$ cat src/rtl/mem_pkg.sv
`default_nettype none
// ============================================================================
// Module   : mem_pkg
// Purpose  : Shared types and helpers for the MEM-stage load/store engine:
//            access opcodes, FSM state encoding, exception codes and opcode
//            decode functions (size, store, signedness, legality).
// Ports    : none (package)
// Revision : 1.0 - initial release
// ============================================================================
package mem_pkg;

    typedef enum logic [3:0] {
        LB  = 4'd0,
        LBU = 4'd1,
        LH  = 4'd2,
        LHU = 4'd3,
        LW  = 4'd4,
        LWU = 4'd5,
        LD  = 4'd6,
        SB  = 4'd7,
        SH  = 4'd8,
        SW  = 4'd9,
        SD  = 4'd10
    } mem_op_e;

    // FSM state encoding
    typedef logic [2:0] mau_state_e;
    localparam mau_state_e S_IDLE  = 3'd0;
    localparam mau_state_e S_REQ   = 3'd1;
    localparam mau_state_e S_RESP  = 3'd2;
    localparam mau_state_e S_EXC   = 3'd3;
    localparam mau_state_e S_DRAIN = 3'd4;

    // Exception codes (MIPS ExcCode numbering)
    localparam logic [4:0] EXC_ADEL   = 5'd4;
    localparam logic [4:0] EXC_ADES   = 5'd5;
    localparam logic [4:0] EXC_BUSERR = 5'd7;

    // log2 of the access size in bytes
    function automatic logic [1:0] op_size(input logic [3:0] op);
        case (op)
            LB, LBU, SB: op_size = 2'd0;
            LH, LHU, SH: op_size = 2'd1;
            LW, LWU, SW: op_size = 2'd2;
            default:     op_size = 2'd3;
        endcase
    endfunction

    function automatic logic op_is_store(input logic [3:0] op);
        op_is_store = (op == SB) || (op == SH) || (op == SW) || (op == SD);
    endfunction

    function automatic logic op_is_signed(input logic [3:0] op);
        op_is_signed = (op == LB) || (op == LH) || (op == LW);
    endfunction

    function automatic logic op_is_legal(input logic [3:0] op);
        op_is_legal = (op <= SD);
    endfunction

endpackage
`default_nettype wire

$ cat src/rtl/mem_lane_align.sv
`default_nettype none
// ============================================================================
// Module   : mem_lane_align
// Purpose  : Combinational lane logic. Request side: byte enables, store
//            data lane shift, alignment and no-op detection for the op being
//            issued. Response side: extracts the addressed bytes from the
//            read beat and sign/zero extends them.
// Ports    : i_req_op/i_req_off/i_wdata -> o_aligned, o_nop, o_be, o_wdata
//            i_rsp_op/i_rsp_off/i_rdata -> o_ld_data
// Revision : 1.0 - initial release
// ============================================================================
module mem_lane_align
    import mem_pkg::*;
#(
    parameter int DATA_W = 32,
    parameter int BYTES  = DATA_W / 8,
    parameter int OFF_W  = $clog2(DATA_W / 8)
) (
    input  logic [3:0]        i_req_op,
    input  logic [OFF_W-1:0]  i_req_off,
    input  logic [DATA_W-1:0] i_wdata,
    output logic              o_aligned,
    output logic              o_nop,
    output logic [BYTES-1:0]  o_be,
    output logic [DATA_W-1:0] o_wdata,
    input  logic [3:0]        i_rsp_op,
    input  logic [OFF_W-1:0]  i_rsp_off,
    input  logic [DATA_W-1:0] i_rdata,
    output logic [DATA_W-1:0] o_ld_data
);

    localparam int C_MAX_SZ = OFF_W;   // log2 of the widest access the bus carries

    logic [1:0]        w_req_sz;
    logic [1:0]        w_rsp_sz;
    logic [DATA_W-1:0] w_st_src;
    logic [DATA_W-1:0] w_shifted;
    logic              w_sign;

    assign w_req_sz = op_size(i_req_op);
    assign w_rsp_sz = op_size(i_rsp_op);

    // Accesses wider than the bus (LD/SD on a 32-bit build) and undefined
    // opcodes complete without touching memory.
    assign o_nop     = !op_is_legal(i_req_op) || (int'(w_req_sz) > C_MAX_SZ);
    assign o_aligned = (i_req_off & OFF_W'((1 << w_req_sz) - 1)) == '0;

    always_comb begin
        o_be     = '0;
        w_st_src = '0;
        for (int i = 0; i < BYTES; i++) begin
            if (i < (1 << w_req_sz))
                w_st_src[8*i +: 8] = i_wdata[8*i +: 8];
            if ((i >= int'(i_req_off)) && (i < int'(i_req_off) + (1 << w_req_sz)))
                o_be[i] = 1'b1;
        end
        o_wdata = w_st_src << {i_req_off, 3'b000};
    end

    assign w_shifted = i_rdata >> {i_rsp_off, 3'b000};

    // Sign bit picked with constant indices so the select width stays exact.
    always_comb begin
        w_sign    = 1'b0;
        o_ld_data = '0;
        for (int b = 0; b < DATA_W; b++) begin
            if (op_is_signed(i_rsp_op) && (b == 8 * (1 << w_rsp_sz) - 1))
                w_sign = w_shifted[b];
        end
        for (int b = 0; b < DATA_W; b++) begin
            o_ld_data[b] = (b < 8 * (1 << w_rsp_sz)) ? w_shifted[b] : w_sign;
        end
    end

endmodule
`default_nettype wire

$ cat src/rtl/mem_access_unit.sv
`default_nettype none
// ============================================================================
// Module   : mem_access_unit
// Purpose  : MEM-stage load/store engine. Decodes the access, checks
//            alignment, drives a req/ack data-memory port with timeout,
//            returns extended load data, and raises AdEL/AdES/bus-error
//            pulses. Supports pipeline stall and flush.
// Ports    : clk, rst_n (sync, active low)
//            op_valid/op_code/addr/wdata/flush  - from EX/MEM register
//            stall, ld_valid/ld_data, st_done   - to pipeline
//            exc_adel/exc_ades/exc_buserr, bad_vaddr - exception report
//            mem_req/we/addr/be/wdata, mem_ack/rdata - data-memory port
// Revision : 1.0 - initial release
// ============================================================================
module mem_access_unit
    import mem_pkg::*;
#(
    parameter int DATA_W  = 32,
    parameter int ADDR_W  = 32,
    parameter int TIMEOUT = 64
) (
    input  logic                    clk,
    input  logic                    rst_n,
    input  logic                    op_valid,
    input  logic [3:0]              op_code,
    input  logic [ADDR_W-1:0]       addr,
    input  logic [DATA_W-1:0]       wdata,
    input  logic                    flush,
    output logic                    stall,
    output logic                    ld_valid,
    output logic [DATA_W-1:0]       ld_data,
    output logic                    st_done,
    output logic                    exc_adel,
    output logic                    exc_ades,
    output logic                    exc_buserr,
    output logic [ADDR_W-1:0]       bad_vaddr,
    output logic                    mem_req,
    output logic                    mem_we,
    output logic [ADDR_W-1:0]       mem_addr,
    output logic [DATA_W/8-1:0]     mem_be,
    output logic [DATA_W-1:0]       mem_wdata,
    input  logic                    mem_ack,
    input  logic [DATA_W-1:0]       mem_rdata
);

    localparam int C_BYTES = DATA_W / 8;
    localparam int C_OFF_W = $clog2(C_BYTES);
    localparam int C_CNT_W = (TIMEOUT > 1) ? $clog2(TIMEOUT) : 1;

    mau_state_e          r_state;
    mau_state_e          w_next;
    logic [C_CNT_W-1:0]  r_cnt;
    logic [3:0]          r_op;
    logic [ADDR_W-1:0]   r_addr;
    logic [4:0]          r_exc_code;
    logic                r_resp_ld;
    logic                r_resp_st;
    logic [DATA_W-1:0]   r_ld_data;
    logic                r_mem_req;
    logic                r_mem_we;
    logic [ADDR_W-1:0]   r_mem_addr;
    logic [C_BYTES-1:0]  r_mem_be;
    logic [DATA_W-1:0]   r_mem_wdata;

    logic                w_aligned;
    logic                w_nop;
    logic [C_BYTES-1:0]  w_be;
    logic [DATA_W-1:0]   w_wdata;
    logic [DATA_W-1:0]   w_ld_data;
    logic                w_store;
    logic                w_timeout;
    logic                w_take;

    mem_lane_align #(
        .DATA_W (DATA_W)
    ) u_lane (
        .i_req_op  (op_code),
        .i_req_off (addr[C_OFF_W-1:0]),
        .i_wdata   (wdata),
        .o_aligned (w_aligned),
        .o_nop     (w_nop),
        .o_be      (w_be),
        .o_wdata   (w_wdata),
        .i_rsp_op  (r_op),
        .i_rsp_off (r_addr[C_OFF_W-1:0]),
        .i_rdata   (mem_rdata),
        .o_ld_data (w_ld_data)
    );

    assign w_store   = op_is_store(op_code);
    assign w_take    = op_valid && !flush;
    assign w_timeout = (TIMEOUT != 0) && (r_cnt == C_CNT_W'(TIMEOUT - 1));

    always_ff @(posedge clk) begin
        if (!rst_n) r_state <= S_IDLE;
        else        r_state <= w_next;
    end

    always_comb begin
        w_next = r_state;
        stall  = 1'b0;
        case (r_state)
            S_IDLE: begin
                stall = w_take;
                if (w_take) begin
                    if (w_nop)           w_next = S_RESP;
                    else if (!w_aligned) w_next = S_EXC;
                    else                 w_next = S_REQ;
                end
            end
            S_REQ: begin
                stall = 1'b1;
                // Flush coinciding with ack retires the bus cycle and drops the result.
                if (mem_ack)        w_next = flush ? S_IDLE : S_RESP;
                else if (flush)     w_next = S_DRAIN;
                else if (w_timeout) w_next = S_EXC;
            end
            S_DRAIN: begin
                stall = 1'b1;
                if (mem_ack) w_next = S_IDLE;
            end
            S_RESP:  w_next = S_IDLE;
            S_EXC:   w_next = S_IDLE;
            default: w_next = S_IDLE;
        endcase
    end

    always_ff @(posedge clk) begin
        if (!rst_n) begin
            r_cnt       <= '0;
            r_op        <= '0;
            r_addr      <= '0;
            r_exc_code  <= '0;
            r_resp_ld   <= 1'b0;
            r_resp_st   <= 1'b0;
            r_ld_data   <= '0;
            r_mem_req   <= 1'b0;
            r_mem_we    <= 1'b0;
            r_mem_addr  <= '0;
            r_mem_be    <= '0;
            r_mem_wdata <= '0;
        end else begin
            case (r_state)
                S_IDLE: begin
                    if (w_take) begin
                        r_op      <= op_code;
                        r_addr    <= addr;
                        r_resp_ld <= 1'b0;
                        r_resp_st <= 1'b0;
                        if (!w_nop && !w_aligned)
                            r_exc_code <= w_store ? EXC_ADES : EXC_ADEL;
                        if (!w_nop && w_aligned) begin
                            r_cnt       <= '0;
                            r_mem_req   <= 1'b1;
                            r_mem_we    <= w_store;
                            r_mem_addr  <= {addr[ADDR_W-1:C_OFF_W], {C_OFF_W{1'b0}}};
                            // Loads read the whole beat; lanes are picked on return.
                            r_mem_be    <= w_store ? w_be : '0;
                            r_mem_wdata <= w_store ? w_wdata : '0;
                        end
                    end
                end
                S_REQ: begin
                    r_cnt <= r_cnt + C_CNT_W'(1);
                    if (mem_ack) begin
                        r_mem_req   <= 1'b0;
                        r_mem_we    <= 1'b0;
                        r_mem_addr  <= '0;
                        r_mem_be    <= '0;
                        r_mem_wdata <= '0;
                        if (!flush) begin
                            r_resp_ld <= !r_mem_we;
                            r_resp_st <= r_mem_we;
                        end
                        if (!r_mem_we) r_ld_data <= w_ld_data;
                    end else if (!flush && w_timeout) begin
                        r_mem_req   <= 1'b0;
                        r_mem_we    <= 1'b0;
                        r_mem_addr  <= '0;
                        r_mem_be    <= '0;
                        r_mem_wdata <= '0;
                        r_exc_code  <= EXC_BUSERR;
                    end
                end
                S_DRAIN: begin
                    if (mem_ack) begin
                        r_mem_req   <= 1'b0;
                        r_mem_we    <= 1'b0;
                        r_mem_addr  <= '0;
                        r_mem_be    <= '0;
                        r_mem_wdata <= '0;
                    end
                end
                default: ;
            endcase
        end
    end

    assign ld_valid   = (r_state == S_RESP) && r_resp_ld;
    assign st_done    = (r_state == S_RESP) && r_resp_st;
    assign exc_adel   = (r_state == S_EXC) && (r_exc_code == EXC_ADEL);
    assign exc_ades   = (r_state == S_EXC) && (r_exc_code == EXC_ADES);
    assign exc_buserr = (r_state == S_EXC) && (r_exc_code == EXC_BUSERR);
    assign bad_vaddr  = (r_state == S_EXC) ? r_addr : '0;
    assign ld_data    = r_ld_data;
    assign mem_req    = r_mem_req;
    assign mem_we     = r_mem_we;
    assign mem_addr   = r_mem_addr;
    assign mem_be     = r_mem_be;
    assign mem_wdata  = r_mem_wdata;

endmodule
`default_nettype wire

$ cat config.mk
export PLATFORM = sky130hd
export DESIGN_NAME = mem_access_unit
export DESIGN_NICKNAME = d
export VERILOG_FILES = /design/src/rtl/mem_pkg.sv /design/src/rtl/mem_lane_align.sv /design/src/rtl/mem_access_unit.sv
export SDC_FILE = /design/constraint.sdc
export NUM_CORES = 1
export LEC_CHECK = 0
export CAP_MARGIN = 20
export CORE_MARGIN = 1.5
export CORE_UTILIZATION = 25
export CTS_CLUSTER_DIAMETER = 40
export DETAILED_ROUTE_END_ITERATION = 8
export PLACE_DENSITY_LB_ADDON = 0.12
export SLEW_MARGIN = 20
export SYNTH_ARGS = -nofsm -noshare
export SYNTH_HDL_FRONTEND = slang
export SYNTH_SLANG_ARGS = --single-unit
$ cat constraint.sdc
create_clock -name clk -period 7.8 [get_ports clk]
set_input_delay 0.78 -clock clk [delete_from_list [all_inputs] [get_ports clk]]
set_output_delay 0.78 -clock clk [all_outputs]
set_load 0.02 [all_outputs]
# Word-level counts from Yosys, hierarchy flattened
# Memory sizes are Yosys's and may differ from the RTL's. A register that Yosys moved wholly into a read port is not among the register bits.
# Cells that the tools add are included.
[op_classes]
add_sub_neg = 4
n_lt_le_gt_ge = 45
n_eq_ne = 55
shifts = 4
n_mux = 127
bitwise = 2
n_reduce_logical = 69
[op_table]
columns = ["operator", "n"]
rows = [
  ["$eq A6 B32 Y1 const A", 16],
  ["$lt A6 B32 Y1 const A", 16],
  ["$mux W32", 9],
  ["$eq A5 B32 Y1 const A", 8],
  ["$lt A5 B32 Y1 const A", 8],
  ["$lt A3 B32 Y1 const A", 6],
  ["$pmux W32 S3", 2],
  ["$eq A4 B32 Y1 const A", 4],
  ["$lt A4 B32 Y1 const A", 4],
  ["$lt A1 B32 Y1 const A", 3],
  ["$lt A2 B32 Y1 const A", 3],
  ["$mux W1", 81],
  ["$eq A3 B32 Y1 const A", 2],
  ["$logic_and A1 B1 Y1", 44],
  ["$add A3 B32 Y32", 1],
  ["$eq A2 B32 Y1 const A", 1],
  ["$logic_not A32 Y1", 1],
  ["$mux W4", 8],
  ["$mux W8", 4],
  ["$shl A1 B2 Y32 const A", 1],
  ["$shl A32 B5 Y32", 1],
  ["$shr A32 B5 Y32", 1],
  ["$sub A32 B2 Y32 const B", 1],
  ["$shl A1 B2 Y29 const A", 1],
  ["other kinds (41)", 80],
]
[totals]
regBits = 154
romBits = 64
inputBits = 105
output_inout_bits = 140
word_cells = 321
n_memories = 2
[memory_table]
columns = ["name", "words", "width", "rd", "rd_ports_with_merged_regs", "write_ports", "line_no", "source"]
rows = [
  ["(name not given)", 16, 2, 1, 1, 0, "mem_pkg.sv:41", "case (op)"],
  ["(name not given)", 16, 2, 1, 0, 0, "mem_pkg.sv:41", ""],
]

# Longest topological paths before layout
# Gate-level depths: netlist of run 1.
[depth]
ltp_word = 37
ltp_mapped = 12
mapped_depth_nobuf = 11

# Cells and area by module
# Synthesis of run 1 repeated with hierarchy kept, for this count alone.
[hier_totals]
cells_unflattened = 837
area_unflattened_um2 = 7344.5
[modules_own_cells]
columns = ["mod", "instances", "cells_each", "area_each_um2", "seq_area_each_um2"]
rows = [
  ["mem_access_unit", 1, 595, 5694.2, 3002.9],
  ["mem_lane_align", 1, 242, 1650.3, 0.0],
]

# Worst setup path after synthesis of run 1
# OpenSTA, ideal clock, no wires.
[synth_timing]
path_kind = "input to register"
start = "input port op_code[1]"
end = "register r_mem_be[2] (netlist: mem_be[2])"
setup_time_ps = 117
arrival_ps = 3010
t_required_ps = 7683
slack_ps = 4672
path_stages = 12
n_path_buf = 1
path_cell_list = "buf_4 -> nor3_1 -> nor2_1 -> inv_1 -> ha_1 -> inv_1 -> fa_1 -> a211o_1 -> o32a_1 -> o2bb2ai_1 -> o22ai_1 -> a32o_1"
[synth_via]
elab_chain_len = 10
word_cells_on_any_way = 28
cone_classes = "add/sub (2); order compare (3); eq/ne (5); shift (1); mux (5); bitwise (1); reduce/logical (10); memory (1)"
[synth_lines]
columns = ["item", "line_no", "source"]
rows = [
  ["from (decl)", "mem_access_unit.sv:25", "input logic [3:0] op_code,"],
  ["$mem_v2 Z16 W2", "-", ""],
  ["$shl A1 B2 Y32", "mem_lane_align.sv:46", "assign o_aligned = (i_req_off & OFF_W'((1 << w_req_sz) - 1)) == '0;"],
  ["$add A3 B32 Y32", "mem_lane_align.sv:54", "if ((i >= int'(i_req_off)) && (i < int'(i_req_off) + (1 << w_req_sz)))"],
  ["$lt A3 B32 Y1", "mem_lane_align.sv:54", ""],
  ["$logic_and A1 B1 Y1", "mem_lane_align.sv:54", ""],
  ["$mux W1", "mem_lane_align.sv:54", ""],
  ["$mux W4", "mem_access_unit.sv:158", "r_mem_be <= w_store ? w_be : '0;"],
  ["$mux W4", "mem_access_unit.sv:152", "if (!w_nop && w_aligned) begin"],
  ["$mux W4", "mem_access_unit.sv:145", "if (w_take) begin"],
  ["$pmux W4 S3", "mem_access_unit.sv:143", "case (r_state)"],
  ["to (signal assigned)", "mem_access_unit.sv:158", ""],
  ["to (decl)", "mem_access_unit.sv:62", "logic [C_BYTES-1:0] r_mem_be;"],
]
# Parallel ways exist; a longest one is shown, timed or not. The select of a mux whose other input is x is not followed.
# A chain may end at the register's enable or synchronous reset.

# Worst setup path in the final report of run 1
[layout_timing]
start = "input port op_code[3]"
end = "register r_mem_wdata[13] (netlist: mem_wdata[13])"
[layout_via]
elab_chain_len = 9
word_cells_on_any_way = 33
cone_classes = "add/sub (1); order compare (6); eq/ne (5); shift (2); mux (8); bitwise (1); reduce/logical (9); memory (1)"
[layout_lines]
columns = ["item", "line_no", "source"]
rows = [
  ["$mem_v2 Z16 W2", "-", ""],
  ["$shl A1 B2 Y32", "mem_lane_align.sv:46", ""],
  ["$lt A1 B32 Y1, or another cell as far along", "mem_lane_align.sv:52", "if (i < (1 << w_req_sz))"],
  ["$mux W8", "mem_lane_align.sv:52", ""],
  ["$shl A32 B5 Y32", "mem_lane_align.sv:57", "o_wdata = w_st_src << {i_req_off, 3'b000};"],
  ["$mux W32", "mem_access_unit.sv:159", "r_mem_wdata <= w_store ? w_wdata : '0;"],
  ["$mux W32", "mem_access_unit.sv:152", ""],
  ["$mux W32", "mem_access_unit.sv:145", ""],
  ["$pmux W32 S3", "mem_access_unit.sv:143", ""],
  ["to (signal assigned)", "mem_access_unit.sv:159", ""],
  ["to (decl)", "mem_access_unit.sv:63", "logic [DATA_W-1:0] r_mem_wdata;"],
]
# Parallel ways exist; a longest one is shown, timed or not. The select of a mux whose other input is x is not followed.

==> impl_metrics.ini, run 1 <==
[logic_synthesis]
synth_largest_area_cell = dfxtp_1
synth_area_um2 = 7320
synth_ff_type = dfxtp_1
ys_top_cells_by_area = dfxtp_1 (42%), a21oi_1 (7.1%), nand2_1 (7.0%)
synth_top_area_frac = 0.416
ys_seq_area_frac = 0.416
synth_most_common_cell = dfxtp_1
synth_commonest_cells = dfxtp_1 (152), nand2_1 (137), a21oi_1 (104)
netlist_instances = 866
async_flop_share = 0
yosys_warnings = 0
syn_area_per_cell_um2 = 8.45
ys_seq_elements = 152
synth.distinct_cells = 70
synth_edf_count = 0

[cts]
tritoncts = yes
root_buffer = clkbuf_16
numCtsBuffers = 17
clock_sinks = 152
clk_latency_ps = 430
cts_buffer_depth = 2
cts_setup_buffers = 0
ctsHoldBuffers = 0
clk_pin_slew_ps = 70
htreeDepth = 4
cts_resized = 0

[placed_design]
dp_hpwl_um = 18100
portBuffers = 242
place_ws_ps = 3420
dp_cells = 1434
place_congestion = 0.806

[timing]
min_period_ps = 3730
whs_ps = 449
finClkSkew_ps = 16.2
finalSetupViolations = 0
final_max_slew_viol_count = 0
finalSetupTns_ps = 0
tightest_slew_ps = 951
worst_slack_ps = 4070
maxSlewHeadroom = 0.366
clock.fmax_ghz = 0.268
rsz0062_at_grt = no
finalCritPeriodShare = 0.478
finalHoldViolations = 0

[route]
wl_per_cell_um = 18.0
first_pass_iters = 5
drtAntennaViolNets = 0
drc_errors = 0
drt_wl_total_um = 26400
first_iter_violations = 432
vias = 7053
via_per_inst = 4.81

[worst_setup_path]
worstSetupStartpointType = input pin
reg2reg_slack_ps = 5150
critPathArrivalTime_ps = 4090
rr_startpoint = r_state[2]
required_ps = 8160
ff2ff_path_depth = 4
cp_max_fo = 13
path_class = input pin to flop
worstReg2RegEnd = r_exc_code[0]
endpoint_kind = flop

[min_path]
hold_start = r_addr[2]
hp-class = flop to flop
worstHoldPathCells = 2
min_to = r_addr[2]

[pwr]
powerDensity_nw_per_um2 = 189
fin_total_pwr_uw = 1990
vdd_drop_max_uv = 100
leakagePower_uw = 0.00374

[grt]
grt_pass1_wl_um = 41300
grt_remaining_overflow = 0
grt_max_degree = 80
grtUsageTotal = 0.174
grt_pass1_vias = 6975
grt_antenna_before_repair = 0

[layout]
diodes = 0
stdcell_count = 1466
layout-drive-gt1-share = 0.0721
fillCellCount = 3010
multi_input_area_um2 = 3890
regArea_um2 = 3040
final_nets = 1182
area_growth_pct = 44.3

[die]
die_area_um2 = 30300
die_h_um = 174
start_util = 0.254
top_level_ports = 245
core_area_um2 = 28800
rows = 62
die_w_um = 174

[job]
max_cap_violations = 0

[outcome]
status = finished clean
[metrics by stage]
| stage | utilization | instance area [µm²] |
|---|---|---|
| 2_1_floorplan | - | 7330 |
| 3_3_place_gp | 0.347 | 10000 |
| 3_5_place_dp | 0.347 | 10000 |
| 4_1_cts | 0.367 | 10600 |
| 5_1_grt | 0.367 | 10600 |
| 6_report | 0.367 | 10600 |
[critical path, stage by stage]
cell	delay [ps]
clkdlybuf4s50_1	610
and4b_1	440
nor2_1	110
ha_1	300
inv_1	40
a21oi_1	560
nand3_1	350
nor3_2	660
a22o_1	230
[metal layers]
| layer | GRT usage | up-vias | wire length (µm) |
|---|---|---|---|
| met1 | 0.234 | 3343 | 12700 |
| li1 | - | 3504 | - |
| met5 | 0 | - | 0 |
| met4 | 0.0517 | 0 | 412 |
| met3 | 0.0507 | 23 | 1570 |
| met2 | 0.268 | 183 | 11700 |
[layout make-up]
class,instances,share of cell area
inverters,19,0.00675
clock buffers,19,0.0429
repair buffers,254,0.238
multi-input cells,625,0.369
well taps,384,0.0455
flip-flops and latches,152,0.288
clock inverters,13,0.0103
[flip-flops by register name (all words and copies together) (netlist names)]
signal and count:
ld_data 32, mem_addr 30, mem_be 4, mem_req 1, mem_wdata 32, mem_we 1
r_addr 32, r_cnt 6, r_exc_code 3, r_op 4, r_resp_ld 1, r_resp_st 1
r_state 3, u_lane.w_rsp_sz 2
[kinds of logic (layout without fill, tap and decap cells)]
logic type | after synthesis | in the layout | synth area share
AOI/OAI and AO/OA | 306 | 306 | 0.283
other | 2 | 4 | 0.00103
buffers and inverters | 91 | 305 | 0.0552
and+or+nand+nor | 274 | 274 | 0.185
DFF | 152 | 152 | 0.416
adders and majority gates | 8 | 8 | 0.0147
xor gates and xnor gates | 2 | 2 | 0.00239
muxes | 31 | 31 | 0.0436
[report_power, final]
part / switching (µW) / internal, µW / leakage [µW] / total (µW)
combinational: 211 / 148 / 0.00224 / 359
sequential: 22.2 / 807 / 0.00123 / 829
clock: 372 / 433 / 0.000270 / 806
[cell usage in the layout, fill, tap and decap left out, types with 17 or more instances in the layout]
master           synthesis  layout
a21oi_1                104     104
a22o_1                  40      40
and2_1                  43      43
clkbuf_16                0      17
clkdlybuf4s50_1          0     242
dfxtp_1                152     152
inv_1                   17      17
mux2i_1                 24      24
nand2_1                137     136
nor2_1                  26      24
o21ai_0                 62      62
o221a_1                 17      17
[worst max-delay path by stage]
stage | end | startpoint | cells past startpoint
after global placement | mem_be[2] | op_code[3] | 9
after floorplan | mem_be[2] | op_code[1] | 12
final | mem_wdata[13] | op_code[3] | 9
after CTS | mem_be[2] | op_code[3] | 9
after detailed placement | mem_be[2] | op_code[3] | 9
after global routing | mem_wdata[11] | op_code[1] | 10
No activity file was read; power rests on OpenSTA's default activity.
==> inputs of run 2 (changes only) <==
==> constraint.sdc (replaced) <==
create_clock -name clk -period 3.2 [get_ports clk]
set_input_delay 0.32 -clock clk [delete_from_list [all_inputs] [get_ports clk]]
set_output_delay 0.32 -clock clk [all_outputs]
set_load 0.02 [all_outputs]
==> run 2 against run 1 <==
Count of clock-buffer cells in the layout rose by 1. Die area is the same. Register-to-register slack got worse by 4200 ps. Sequential power rose by 140%. Final cell count is 1.5% higher. Worst setup slack got worse by 3800 ps. Total power rose by 150%. Core utilization grew 0.60 points. Clock power up 140%. Sequential share of layout area fell by 0.47 points. Via count increased by 1.7%. Sequential cell count unchanged. Largest power group unchanged. Highest routed layer unchanged.
==> impl_metrics.ini, run 2 (synthesis gave the netlist of run 1 again) <==
[outcome]
status = finished clean

[worst_setup_path]
cpLargestDelayFamily = buffers and inverters
cp_num_cells = 5
ff2ff_path_depth = 5
endpoint_kind = output port
critPathArrivalTime_ps = 2650
path_class = flop to output port
cp_max_fo = 32
worstReg2RegEnd = ld_data[23]
rr_startpoint = r_addr[1]
cp_slowest_cell = clkdlybuf4s50_1
worstPathCellList = inv_1 > nor3b_2 > buf_4 > and2_1 > clkdlybuf4s50_1
max_stage_delay_ps = 640
worst-path-buf-inv = 3
reg2reg_slack_ps = 920
required_ps = 2880
worstSetupStartpointType = flop

[timing]
maxSlewHeadroom = 0.431
clock.fmax_ghz = 0.337
finalCritPeriodShare = 0.928
rsz0062_at_grt = no
tightest_slew_ps = 853
finalHoldViolations = 0
finalSetupViolations = 0
finClkSkew_ps = 13.5
final_max_slew_viol_count = 0
finalSetupTns_ps = 0
min_period_ps = 2970

[layout]
diodes = 0
final_common_cell = clkdlybuf4s50_1
area_growth_pct = 46.7
utilization = 0.373
layout-drive-gt1-share = 0.0861
stdcell_count = 1488
final_nets = 1204
layout_common_cells = clkdlybuf4s50_1 (242), dfxtp_1 (152), nand2_1 (137)
fillCellCount = 2963

[min_path]
hold_start = r_addr[7]
hp-class = flop to flop
min_to = r_addr[7]
worstHoldPathCells = 2

[pwr]
p_int_uw = 3450
p_clk_frac = 0.403
pwr-share-comb = 0.183
switching_share = 0.294
powerDensity_nw_per_um2 = 455
vdd_drop_max_uv = 281
p_seq_frac = 0.414
leakagePower_uw = 0.00385
p_sw_uw = 1440

[grt]
grt_remaining_overflow = 0
grt_max_degree = 35
grt_pass1_wl_um = 40600
grt_antenna_before_repair = 0
grt_pass1_vias = 6992
grtUsageTotal = 0.171

[route]
first_iter_violations = 454
first_pass_iters = 5
wl_per_cell_um = 17.5
via_per_inst = 4.82
vias = 7172
drtAntennaViolNets = 0
drc_errors = 0
drt_wl_total_um = 26000

[placed_design]
place_congestion = 0.809
dp_cells = 1456
portBuffers = 242
dp_hpwl_um = 18700

[die]
die_h_um = 174
top_level_ports = 245
die_w_um = 174
rows = 62
core_area_um2 = 28800
die_area_um2 = 30300
start_util = 0.254

[cts]
clk_pin_slew_ps = 60
tritoncts = yes
clk_latency_ps = 420
clock_sinks = 152
cts_buffer_depth = 2
root_buffer = clkbuf_16
ctsHoldBuffers = 0
cts_resized = 0
htreeDepth = 4
numCtsBuffers = 17
cts_setup_buffers = 0

[job]
max_cap_violations = 0
-- run 2: cell count changes in the layout (fill, tap and decap cells not counted), moves of 2 or more --
cell,change
clkinv_4,+2
nor2_1,+2
buf_4,+21
clkbuf_1,+2
inv_6,-3
nor2_2,-2
-- run 2: how the worst max path moves through the flow --
stage | end | from | slack, ps
3_3_place_gp | mem_be[2] | op_code[3] | -30
4_1_cts | bad_vaddr[0] | r_state[1] | 190
3_5_place_dp | mem_be[2] | op_code[3] | -40
5_1_grt | bad_vaddr[21] | r_state[1] | 30
6_report | bad_vaddr[21] | r_state[1] | 230
2_1_floorplan | mem_be[2] | op_code[1] | 530
-- run 2: layout make-up --
cell class	count	area [µm²]	area share
clock inverter	12	119	0.0111
tap	384	480	0.0447
timing repair buffer	276	2690	0.251
sequential	152	3040	0.283
clock buffer	20	447	0.0416
inverter	19	71.3	0.00664
multi-input combinational	625	3890	0.362
-- run 2: worst reg2reg max path, stage by stage (launching register included) --
cell and delay (ps):
dfxtp_1 660, mux2i_1 250, o21ai_0 190, mux2i_1 110
o21ai_2 700, o221a_1 320
-- run 2: stage by stage --
step	power [µW]	hold slack, ps	worst slack (ps)	area, µm²
after CTS	4970	447	188	10700
after floorplan	2550	396	532	7330
final	4890	448	229	10700
after global placement	2970	438	-25.9	10200
after detailed placement	2960	442	-43.8	10200
after global routing	5130	454	26.9	10700
-- run 2: metal layers --
metal | GRT usage | vias up | wire length, µm
met1 | 0.222 | 3410 | 12100
met5 | 0 | - | 0
met4 | 0.0334 | 0 | 250
met3 | 0.0529 | 13 | 1690
met2 | 0.279 | 200 | 12000
li1 | - | 3549 | -
-- run 2: power by group through the flow --
stage / logic [µW] / registers [µW] / clock network, µW
4_1_cts: 900 / 2020 / 2050
3_5_place_dp: 895 / 2070 / 0
2_1_floorplan: 451 / 2090 / 0
5_1_grt: 975 / 2040 / 2120
6_report: 896 / 2020 / 1970
3_3_place_gp: 901 / 2070 / 0
